==> config.mk <==
export PLATFORM = sky130hd
export DESIGN_NAME = pipeline_hazard_ctrl
export DESIGN_NICKNAME = d
export VERILOG_FILES = /design/src/rtl/pipeline_ctrl_pkg.sv /design/src/rtl/mc_latency_counter.sv /design/src/rtl/pipeline_hazard_ctrl.sv
export SDC_FILE = /design/constraint.sdc
export NUM_CORES = 1
export LEC_CHECK = 0
export BUFFER_PORTS_ARGS = -buffer_cell sky130_fd_sc_hd__clkbuf_2
export CORE_MARGIN = 2
export CORE_UTILIZATION = 45
export DETAILED_ROUTE_END_ITERATION = 8
export PLACE_DENSITY = 0.82
export REMOVE_ABC_BUFFERS = 1
export SYNTH_ARGS = -nofsm -noshare
export SYNTH_HDL_FRONTEND = slang
export SYNTH_SLANG_ARGS = --single-unit
==> constraint.sdc <==
create_clock -name clk -period 4.3 [get_ports clk]
set_input_delay 0.215 -clock clk [delete_from_list [all_inputs] [get_ports clk]]
set_output_delay 0.215 -clock clk [all_outputs]
set_load 0.1 [all_outputs]
==> src/rtl/pipeline_ctrl_pkg.sv <==
// Shared state encodings for the pipeline hazard controller and its debug trace.
package pipeline_ctrl_pkg;

  typedef enum logic [1:0] {
    ST_RUN      = 2'd0,
    ST_MC_BUSY  = 2'd1,
    ST_MEM_WAIT = 2'd2
  } state_t;

endpackage

==> src/rtl/mc_latency_counter.sv <==
// Down-counter tracking the remaining EX cycles of a multi-cycle op.
// Supports load, decrement and freeze (neither asserted), and exposes a zero flag.
module mc_latency_counter #(
  parameter int CNT_WIDTH = 3
) (
  input  logic                 clk,
  input  logic                 rst,
  input  logic                 load,
  input  logic [CNT_WIDTH-1:0] load_val,
  input  logic                 dec,
  output logic [CNT_WIDTH-1:0] cnt,
  output logic                 zero
);

  always_ff @(posedge clk) begin
    if (rst) begin
      cnt <= '0;
    end else if (load) begin
      cnt <= load_val;
    end else if (dec) begin
      cnt <= cnt - CNT_WIDTH'(1);
    end
  end

  assign zero = (cnt == '0);

endmodule

==> src/rtl/pipeline_hazard_ctrl.sv <==
// Stall/flush sequencer for the IF/ID, ID/EX, EX/MEM and MEM/WB pipeline registers.
// Define HAZARD_PERF_CNT_EN to add the perf_stall_cycles/perf_bubbles/perf_flushes counters.
module pipeline_hazard_ctrl
  import pipeline_ctrl_pkg::*;
#(
  parameter int REGFILE_LEN = 6,
  parameter int MC_LATENCY  = 4,
  parameter int CNT_WIDTH   = 3
) (
  input  logic                   clk,
  input  logic                   rst,
  input  logic [REGFILE_LEN-1:0] id_rs1,
  input  logic [REGFILE_LEN-1:0] id_rs2,
  input  logic [REGFILE_LEN-1:0] ex_rd,
  input  logic                   ex_mem_read,
  input  logic                   ex_mc_op,
  input  logic                   ex_branch_taken,
  input  logic                   mem_access,
  input  logic                   mem_ready,
  output logic                   mem_req,
  output logic                   pc_stall,
  output logic                   if_id_stall,
  output logic                   id_ex_stall,
  output logic                   ex_mem_stall,
  output logic                   if_id_flush,
  output logic                   id_ex_flush,
  output logic                   ex_mem_flush,
  output logic                   mem_wb_flush
`ifdef HAZARD_PERF_CNT_EN
  ,
  output logic [31:0]            perf_stall_cycles,
  output logic [31:0]            perf_bubbles,
  output logic [31:0]            perf_flushes
`endif
);

  localparam bit MC_EN = (MC_LATENCY > 1);
  localparam logic [CNT_WIDTH-1:0] MC_LOAD = CNT_WIDTH'(MC_EN ? MC_LATENCY - 2 : 0);

  state_t               state;
  state_t               ret_state;
  logic [CNT_WIDTH-1:0] mc_cnt;
  logic                 cnt_zero;
  logic                 mem_stall;
  logic                 mc_stall;
  logic                 load_use;
  logic                 mc_start;
  logic                 mc_dec;
  logic                 branch_issue;
  logic                 bubble_issue;

  assign mem_stall = mem_access & ~mem_ready;
  assign load_use  = ex_mem_read && (ex_rd != '0) && ((ex_rd == id_rs1) || (ex_rd == id_rs2));
  assign mc_start  = (state == ST_RUN) && !mem_stall && ex_mc_op && MC_EN;
  assign mc_dec    = (state == ST_MC_BUSY) && !mem_stall && !cnt_zero;

  mc_latency_counter #(
    .CNT_WIDTH(CNT_WIDTH)
  ) u_mc_cnt (
    .clk      (clk),
    .rst      (rst),
    .load     (mc_start),
    .load_val (MC_LOAD),
    .dec      (mc_dec),
    .cnt      (mc_cnt),
    .zero     (cnt_zero)
  );

  always_comb begin
    mc_stall = 1'b0;
    case (state)
      ST_RUN:      mc_stall = ex_mc_op && MC_EN;
      ST_MC_BUSY:  mc_stall = !cnt_zero;
      ST_MEM_WAIT: mc_stall = (ret_state == ST_MC_BUSY) && !cnt_zero;
      default:     mc_stall = 1'b0;
    endcase
  end

  // A taken branch squashes ID, so a pending load-use in ID never reaches the outputs.
  assign branch_issue = !rst && !mem_stall && !mc_stall && ex_branch_taken;
  assign bubble_issue = !rst && !mem_stall && !mc_stall && !ex_branch_taken && load_use;

  always_comb begin
    mem_req      = !rst && mem_access;
    pc_stall     = 1'b0;
    if_id_stall  = 1'b0;
    id_ex_stall  = 1'b0;
    ex_mem_stall = 1'b0;
    if_id_flush  = 1'b0;
    id_ex_flush  = 1'b0;
    ex_mem_flush = 1'b0;
    mem_wb_flush = 1'b0;
    if (!rst) begin
      if (mem_stall) begin
        pc_stall     = 1'b1;
        if_id_stall  = 1'b1;
        id_ex_stall  = 1'b1;
        ex_mem_stall = 1'b1;
        mem_wb_flush = 1'b1;
      end else if (mc_stall) begin
        pc_stall     = 1'b1;
        if_id_stall  = 1'b1;
        id_ex_stall  = 1'b1;
        ex_mem_flush = 1'b1;
      end else if (branch_issue) begin
        if_id_flush  = 1'b1;
        id_ex_flush  = 1'b1;
      end else if (bubble_issue) begin
        pc_stall     = 1'b1;
        if_id_stall  = 1'b1;
        id_ex_flush  = 1'b1;
      end
    end
  end

  // ex_mc_op only matters in RUN, so an op held in EX cannot retrigger itself.
  always_ff @(posedge clk) begin
    if (rst) begin
      state     <= ST_RUN;
      ret_state <= ST_RUN;
    end else begin
      case (state)
        ST_RUN: begin
          if (mem_stall) begin
            state     <= ST_MEM_WAIT;
            ret_state <= ST_RUN;
          end else if (ex_mc_op && MC_EN) begin
            state <= ST_MC_BUSY;
          end
        end
        ST_MC_BUSY: begin
          if (mem_stall) begin
            state     <= ST_MEM_WAIT;
            ret_state <= ST_MC_BUSY;
          end else if (cnt_zero) begin
            state <= ST_RUN;
          end
        end
        ST_MEM_WAIT: begin
          if (mem_ready) state <= ret_state;
        end
        default: state <= ST_RUN;
      endcase
    end
  end

`ifdef HAZARD_PERF_CNT_EN
  always_ff @(posedge clk) begin
    if (rst) begin
      perf_stall_cycles <= '0;
      perf_bubbles      <= '0;
      perf_flushes      <= '0;
    end else begin
      if (pc_stall)     perf_stall_cycles <= perf_stall_cycles + 32'd1;
      if (bubble_issue) perf_bubbles      <= perf_bubbles + 32'd1;
      if (branch_issue) perf_flushes      <= perf_flushes + 32'd1;
    end
  end
`endif

endmodule
==> results.sh, run 1 <==
export IMPL_drive_gt1_share_pct=40.4
export IMPL_end_kind="output pin"
export IMPL_final_common_cell="clkbuf_2"
export IMPL_die_x_um=40.3
export IMPL_hp_class="in2reg"
export IMPL_fin_ws_ps=1590
export IMPL_final_instance_count_excl_fill=119
export IMPL_postCtsHoldBufs=0
export IMPL_powerDensity_nw_per_um2=279
export IMPL_initial_core_util_pct=46.6
export IMPL_post_synth_cell_area_avg_sq_um=8.22
export IMPL_layout_nets=133
export IMPL_switching_power_uw=94.3
export IMPL_place_inst=116
export IMPL_worstPathArrival_ps=2500
export IMPL_final_area_sq_um=772
export IMPL_finalHoldViolCount=0
export IMPL_finalSetupViolations=0
export IMPL_grt_pass1_wl_um=1740
export IMPL_fmax_ghz=0.369
export IMPL_grtUsageTotal_pct=17.2
export IMPL_hpwl_um=1200
export IMPL_drt_pass1_iter_count=6
export IMPL_fin_crit_ps=2710
export IMPL_clk_latency_ps=240
export IMPL_switching_share_pct=43.8
export IMPL_cts_num_sinks=6
export IMPL_vias=629
export IMPL_period_share_pct=63.1
export IMPL_cts_setup_buffers=0
export IMPL_p_comb_share_pct=47.6
export IMPL_synth_area_sq_um=592
export IMPL_status="finished, final reports clean"
export IMPL_yosysSeqAreaShare_pct=20.3
export IMPL_path_clk_slew_ps=40
export IMPL_antenna_found_initial=0
export IMPL_via_per_inst=5.29
export IMPL_post_dp_cell_area_sq_um=749
export IMPL_worstSetupPathType="reg2out"
export IMPL_synthDominantCellAreaShare_pct=20.3
export IMPL_place_ws_ps=1840
export IMPL_drc=0
export IMPL_rsz0062_at_grt="no"
export IMPL_yosysWarningCount=0
export IMPL_final_antenna_net_count=0
export IMPL_io_buffers=33
export IMPL_synth_flop_cell="dfxtp_1"
export IMPL_ir_drop_v=0.000168
export IMPL_final_cell_mix="33 x clkbuf_2, 12 x xor2_1, 6 x dfxtp_1, 5 x inv_1, 4 x nor2_1"
export IMPL_ys_seq_elements=6
export IMPL_critical_path_startpoint_type="flop"
export IMPL_power_frac_seq_pct=29.2
export IMPL_synthArstFlopShare_pct=0
export IMPL_synth_area_leader_cell="dfxtp_1"
export IMPL_postLayoutCoreUtil_pct=60.8
export IMPL_drtIter0Drc=14
export IMPL_htree_num_levels=1
export IMPL_cts_tree="yes"
export IMPL_fp_coreArea_sq_um=1270
export IMPL_critPathRequiredTime_ps=4090
export IMPL_ios=34
export IMPL_diodes=0
export IMPL_leakage_uw=0.000358
export IMPL_p_int_uw=121
export IMPL_cts_repair_resized=0
export IMPL_max_cap_violations=0
export IMPL_drt_wl_total_um=1380
export IMPL_grt_max_degree=12
export IMPL_die_y_um=40.3
export IMPL_skew_ps=1.50
export IMPL_slew_headroom_pct=62.6
export IMPL_clkPwrFrac_pct=23.2
export IMPL_place_gp_congestion=0.767
export IMPL_synth_area_top_cells="dfxtp_1 20%, xor2_1 18%, ha_1 4.2%"
export IMPL_numCtsBuffers=3
export IMPL_path_max_fanout=3
export IMPL_syn_inst=72
export IMPL_grt_ovfl_total=0
export IMPL_root_buffer="clkbuf_4"
export IMPL_worst_slew_pin_slew_ps=553
export IMPL_wl_per_cell_um=11.6
export IMPL_grt_pass1_vias=416
export IMPL_drv_slew=0
export IMPL_power_uw=215
export IMPL_area_delta_synth_final_pct=30.4
export IMPL_die_area_sq_um=1620
export IMPL_yosysUniqueCellTypes=35
export IMPL_placement_rows=13
export IMPL_clk_path_buf_depth=2
export IMPL_nFillCells=123
export IMPL_synth_edf_count=0
[cell type report]
class                   instances  area [sq um]  share of cell area, %
multi-input cells              56           423                   54.8
inverters                       6          22.5                   2.92
well taps                      15          18.8                   2.43
clock buffers                   3          22.5                   2.92
repair buffers                 33           165                   21.4
flip-flops and latches          6           120                   15.6
[logic make-up after synthesis]
group / share of synthesized area, %
and+or+nand+nor: 26.4
DFF: 20.3
AOI/OAI and AO/OA: 18.2
adders and majority gates: 4.23
xor gates and xnor gates: 19.2
buffers and inverters: 8.24
muxes: 3.38
[worst paths after layout]
kind / start / end / slack [ps] / depth (start not counted)
hold / removal: mem_ready / state[1] / 220 / 2
setup / recovery: u_mc_cnt.cnt[0] / if_id_stall / 1590 / 8
setup reg to reg: u_mc_cnt.cnt[0] / u_mc_cnt.cnt[2] / 2600 / 6
hold reg to reg: ret_state[0] / ret_state[0] / 500 / 2
[through the flow]
step	TNS, ps	hold slack, ps
final	0	224
after global routing	0	247
after CTS	0	216
after detailed placement	0	471
after global placement	0	467
after floorplan	-7120	284
[power groups by stage]
stage	Combinational (uW)	Clock, uW	Sequential, uW
after floorplan	75.4	0	63.0
after global placement	99.9	0	63.5
after detailed placement	102	0	63.8
after CTS	103	52.5	62.8
after global routing	109	53.6	63.4
final	102	50.0	63.0
[registers in the layout, indices dropped and copies added, names as in the netlist]
name,flops
ret_state,1
state,2
u_mc_cnt.cnt,3
[synth_stat cells (2+ instances only)]
cell	instances
a21oi_1	2
buf_4	3
dfxtp_1	6
ha_1	2
inv_1	5
mux2i_1	2
nand2_1	3
nand2b_1	2
nand3b_1	2
nor2_1	4
nor2b_1	2
nor3_1	3
nor4_1	2
o31ai_1	2
xor2_1	12
[metal layers]
metal / part of all wire, % / wire (um) / vias to the layer above / GRT usage [%]
li1: - / - / 323 / -
met1: 44 / 607 / 275 / 23.6
met2: 47 / 648 / 23 / 23.4
met3: 3.9 / 54 / 8 / 0
met4: 4.9 / 67 / 0 / 17.5
met5: 0 / 0 / - / 0
[critical path, stage by stage (launching register included)]
cell and delay [ps]:
dfxtp_1 320, inv_1 70, ha_1 160, ha_1 220
nor2_1 90, a211oi_1 310, nand2_1 120, o41ai_1 430
clkbuf_2 530
No activity file was read; power rests on OpenSTA's default activity.
==> run 2: changes to the inputs <==
--- a/config.mk
+++ b/config.mk
@@ -5,11 +5,12 @@
 export SDC_FILE = /design/constraint.sdc
 export NUM_CORES = 1
 export LEC_CHECK = 0
+export ABC_AREA = 1
 export BUFFER_PORTS_ARGS = -buffer_cell sky130_fd_sc_hd__clkbuf_2
 export CORE_MARGIN = 2
-export CORE_UTILIZATION = 45
+export CORE_UTILIZATION = 41
 export DETAILED_ROUTE_END_ITERATION = 8
-export PLACE_DENSITY = 0.82
+export PLACE_DENSITY = 0.75
 export REMOVE_ABC_BUFFERS = 1
 export SYNTH_ARGS = -nofsm -noshare
 export SYNTH_HDL_FRONTEND = slang
==> constraint.sdc (replaced) <==
create_clock -name clk -period 2.23 [get_ports clk]
set_input_delay 0.1115 -clock clk [delete_from_list [all_inputs] [get_ports clk]]
set_output_delay 0.1115 -clock clk [all_outputs]
set_load 0.1 [all_outputs]
==> results.sh, run 2 <==
export IMPL_slew_headroom_pct=63.8
export IMPL_timing_hold_ws_ps=134
export IMPL_final_antenna_net_count=0
export IMPL_ir_drop_v=0.000366
export IMPL_synthDominantCellAreaShare_pct=28.9
export IMPL_fmax_ghz=0.478
export IMPL_largest_register_ffs=3
export IMPL_powerDensity_nw_per_um2=497
export IMPL_hpwl_um=1450
export IMPL_max_stage_delay_ps=440
export IMPL_place_inst=187
export IMPL_grt_max_degree=10
export IMPL_synth_common_cells="56 x nand2_1, 32 x inv_1, 17 x nor2_1"
export IMPL_worstPathArrival_ps=1980
export IMPL_antenna_found_initial=0
export IMPL_worstHoldPathCells=2
export IMPL_synthAdderAreaFrac_pct=3.44
export IMPL_fin_ws_ps=139
export IMPL_synth_area_sq_um=728
export IMPL_synth_flop_cell="dfxtp_1"
export IMPL_wl_per_cell_um=8.57
export IMPL_status="finished, final reports clean"
export IMPL_placement_rows=15
export IMPL_initial_core_util_pct=43.1
export IMPL_final_cell_mix="56 x nand2_1, 32 x inv_1, 31 x clkbuf_2, 17 x nor2_1, 6 x dfxtp_1"
export IMPL_numCtsBuffers=3
export IMPL_synth_edf_count=0
export IMPL_final_area_sq_um=927
export IMPL_die_area_sq_um=2130
export IMPL_cts_tree="yes"
export IMPL_io_buffers=33
export IMPL_grt_pass1_wl_um=2740
export IMPL_worst_slew_pin_slew_ps=545
export IMPL_max_cap_violations=0
export IMPL_finalSetupViolations=0
export IMPL_drt_wl_total_um=1630
export IMPL_via_per_inst=4.61
export IMPL_crit_chain="inv_1 -> ha_1 -> ha_1 -> nand3b_2 -> nand3_1 -> o21ai_1 -> inv_1 -> clkbuf_2"
export IMPL_drt_pass1_iter_count=4
export IMPL_grt_ovfl_total=0
export IMPL_fin_crit_ps=2090
export IMPL_syn_inst=139
export IMPL_cts_repair_resized=0
export IMPL_clk_latency_ps=250
export IMPL_skew_ps=10.0
export IMPL_place_gp_congestion=0.815
export IMPL_fin_tns_setup_ps=0
export IMPL_yosysMostFrequentCell="nand2_1"
export IMPL_finalHoldViolCount=0
export IMPL_regMostFlops="u_mc_cnt.cnt"
export IMPL_root_buffer="clkbuf_4"
export IMPL_critPathSlowestCell="clkbuf_2"
export IMPL_ys_seq_elements=6
export IMPL_synth_top_family_by_area="simple AND/OR/NAND/NOR gates"
export IMPL_drtIter0Drc=7
export IMPL_end_kind="output pin"
export IMPL_htree_num_levels=1
export IMPL_postCtsHoldBufs=0
export IMPL_yosysWarningCount=0
export IMPL_rsz0062_at_grt="no"
export IMPL_final_common_cell="nand2_1"
export IMPL_synth_xor_area_share_pct=0
export IMPL_synth_area_leader_cell="nand2_1"
export IMPL_drv_slew=0
export IMPL_cts_num_sinks=6
export IMPL_hp_class="in2reg"
export IMPL_synth_area_top_cells="nand2_1 29%, dfxtp_1 16%, inv_1 16%"
export IMPL_die_y_um=46.1
export IMPL_fp_coreArea_sq_um=1690
export IMPL_grt_pass1_vias=791
export IMPL_final_instance_count_excl_fill=190
export IMPL_path_max_fanout=3
export IMPL_clk_path_buf_depth=2
export IMPL_cts_setup_buffers=0
export IMPL_critical_path_startpoint_type="flop"
export IMPL_die_x_um=46.1
export IMPL_place_ws_ps=386
export IMPL_yosysUniqueCellTypes=19
export IMPL_path_clk_slew_ps=50
export IMPL_vias=876
export IMPL_post_synth_cell_area_avg_sq_um=5.24
export IMPL_critPathRequiredTime_ps=2120
export IMPL_synthMuxAreaShare_pct=0
export IMPL_synth_compound_area_share_pct=6.53
export IMPL_drc=0
export IMPL_period_share_pct=93.8
export IMPL_layout_nets=202
export IMPL_yosysSeqAreaShare_pct=16.5
export IMPL_drive_gt1_share_pct=28.3
export IMPL_synthArstFlopShare_pct=0
export IMPL_area_delta_synth_final_pct=27.3
export IMPL_yosys_area_share_simple_pct=54.0
export IMPL_leakage_uw=0.000618
export IMPL_post_dp_cell_area_sq_um=905
export IMPL_top_regs="u_mc_cnt.cnt: 3 flops, state: 2 flops, ret_state: 1 flops"
export IMPL_grtUsageTotal_pct=17.5
export IMPL_r2r_cells=10
export IMPL_worstSetupPathType="reg2out"
export IMPL_diodes=0
export IMPL_ios=34
## run 2: power by group
| group | total, uW | internal, uW | switching (uW) | leakage (uW) |
|---|---|---|---|---|
| combinational | 239 | 67.1 | 172 | 0.000555 |
| clock | 100 | 60.9 | 39.6 | 0.0000138 |
| sequential | 122 | 116 | 5.63 | 0.0000492 |
| total | 461 | 244 | 217 | 0.000618 |
## run 2: cells by family (layout without fill, tap and decap cells)
kind of cell,Yosys count,in the layout
buffers and inverters,36,70
AND/OR/NAND/NOR,88,88
flip-flops,6,6
adder cells (fa/ha/maj),2,2
AO/OA/AOI/OAI,7,7
## run 2: path summary, 6_finish.rpt
kind	start	endpoint	slack (ps)
worst max-delay path	u_mc_cnt.cnt[0]	id_ex_stall	140
worst min-delay path	rst	state[1]	130
worst max register to register	u_mc_cnt.cnt[0]	u_mc_cnt.cnt[1]	690
worst min register to register	u_mc_cnt.cnt[0]	u_mc_cnt.cnt[0]	460
## run 2: layout make-up
class | instances | area [sq um]
clock buffers | 3 | 22.5
inverters | 34 | 128
multi-input cells | 97 | 465
flip-flops and latches | 6 | 120
repair buffers | 33 | 170
fillers | 181 | 762
well taps | 17 | 21.3
## run 2: through the flow
stage               util (%)  power (uW)
global placement        53.6         357
global route            54.9         496
CTS                     54.9         466
detailed placement      53.6         364
finish                  54.9         461
floorplan                  -         304
## run 2: worst max-delay path, delay by kind of cell (launching register included)
family	cells	cell delay, ps
AOI/OAI and AO/OA	1	80
adders and majority gates	2	400
buffers and inverters	3	550
DFF	1	310
and+or+nand+nor	2	390
## run 2: metal layers
metal / GRT usage, % / wire [um] / vias up
met3: 3.92 / 72 / 6
met2: 35.6 / 902 / 21
li1: - / - / 479
met1: 16.4 / 635 / 370
met4: 6.29 / 17 / 0
met5: 0 / 0 / -
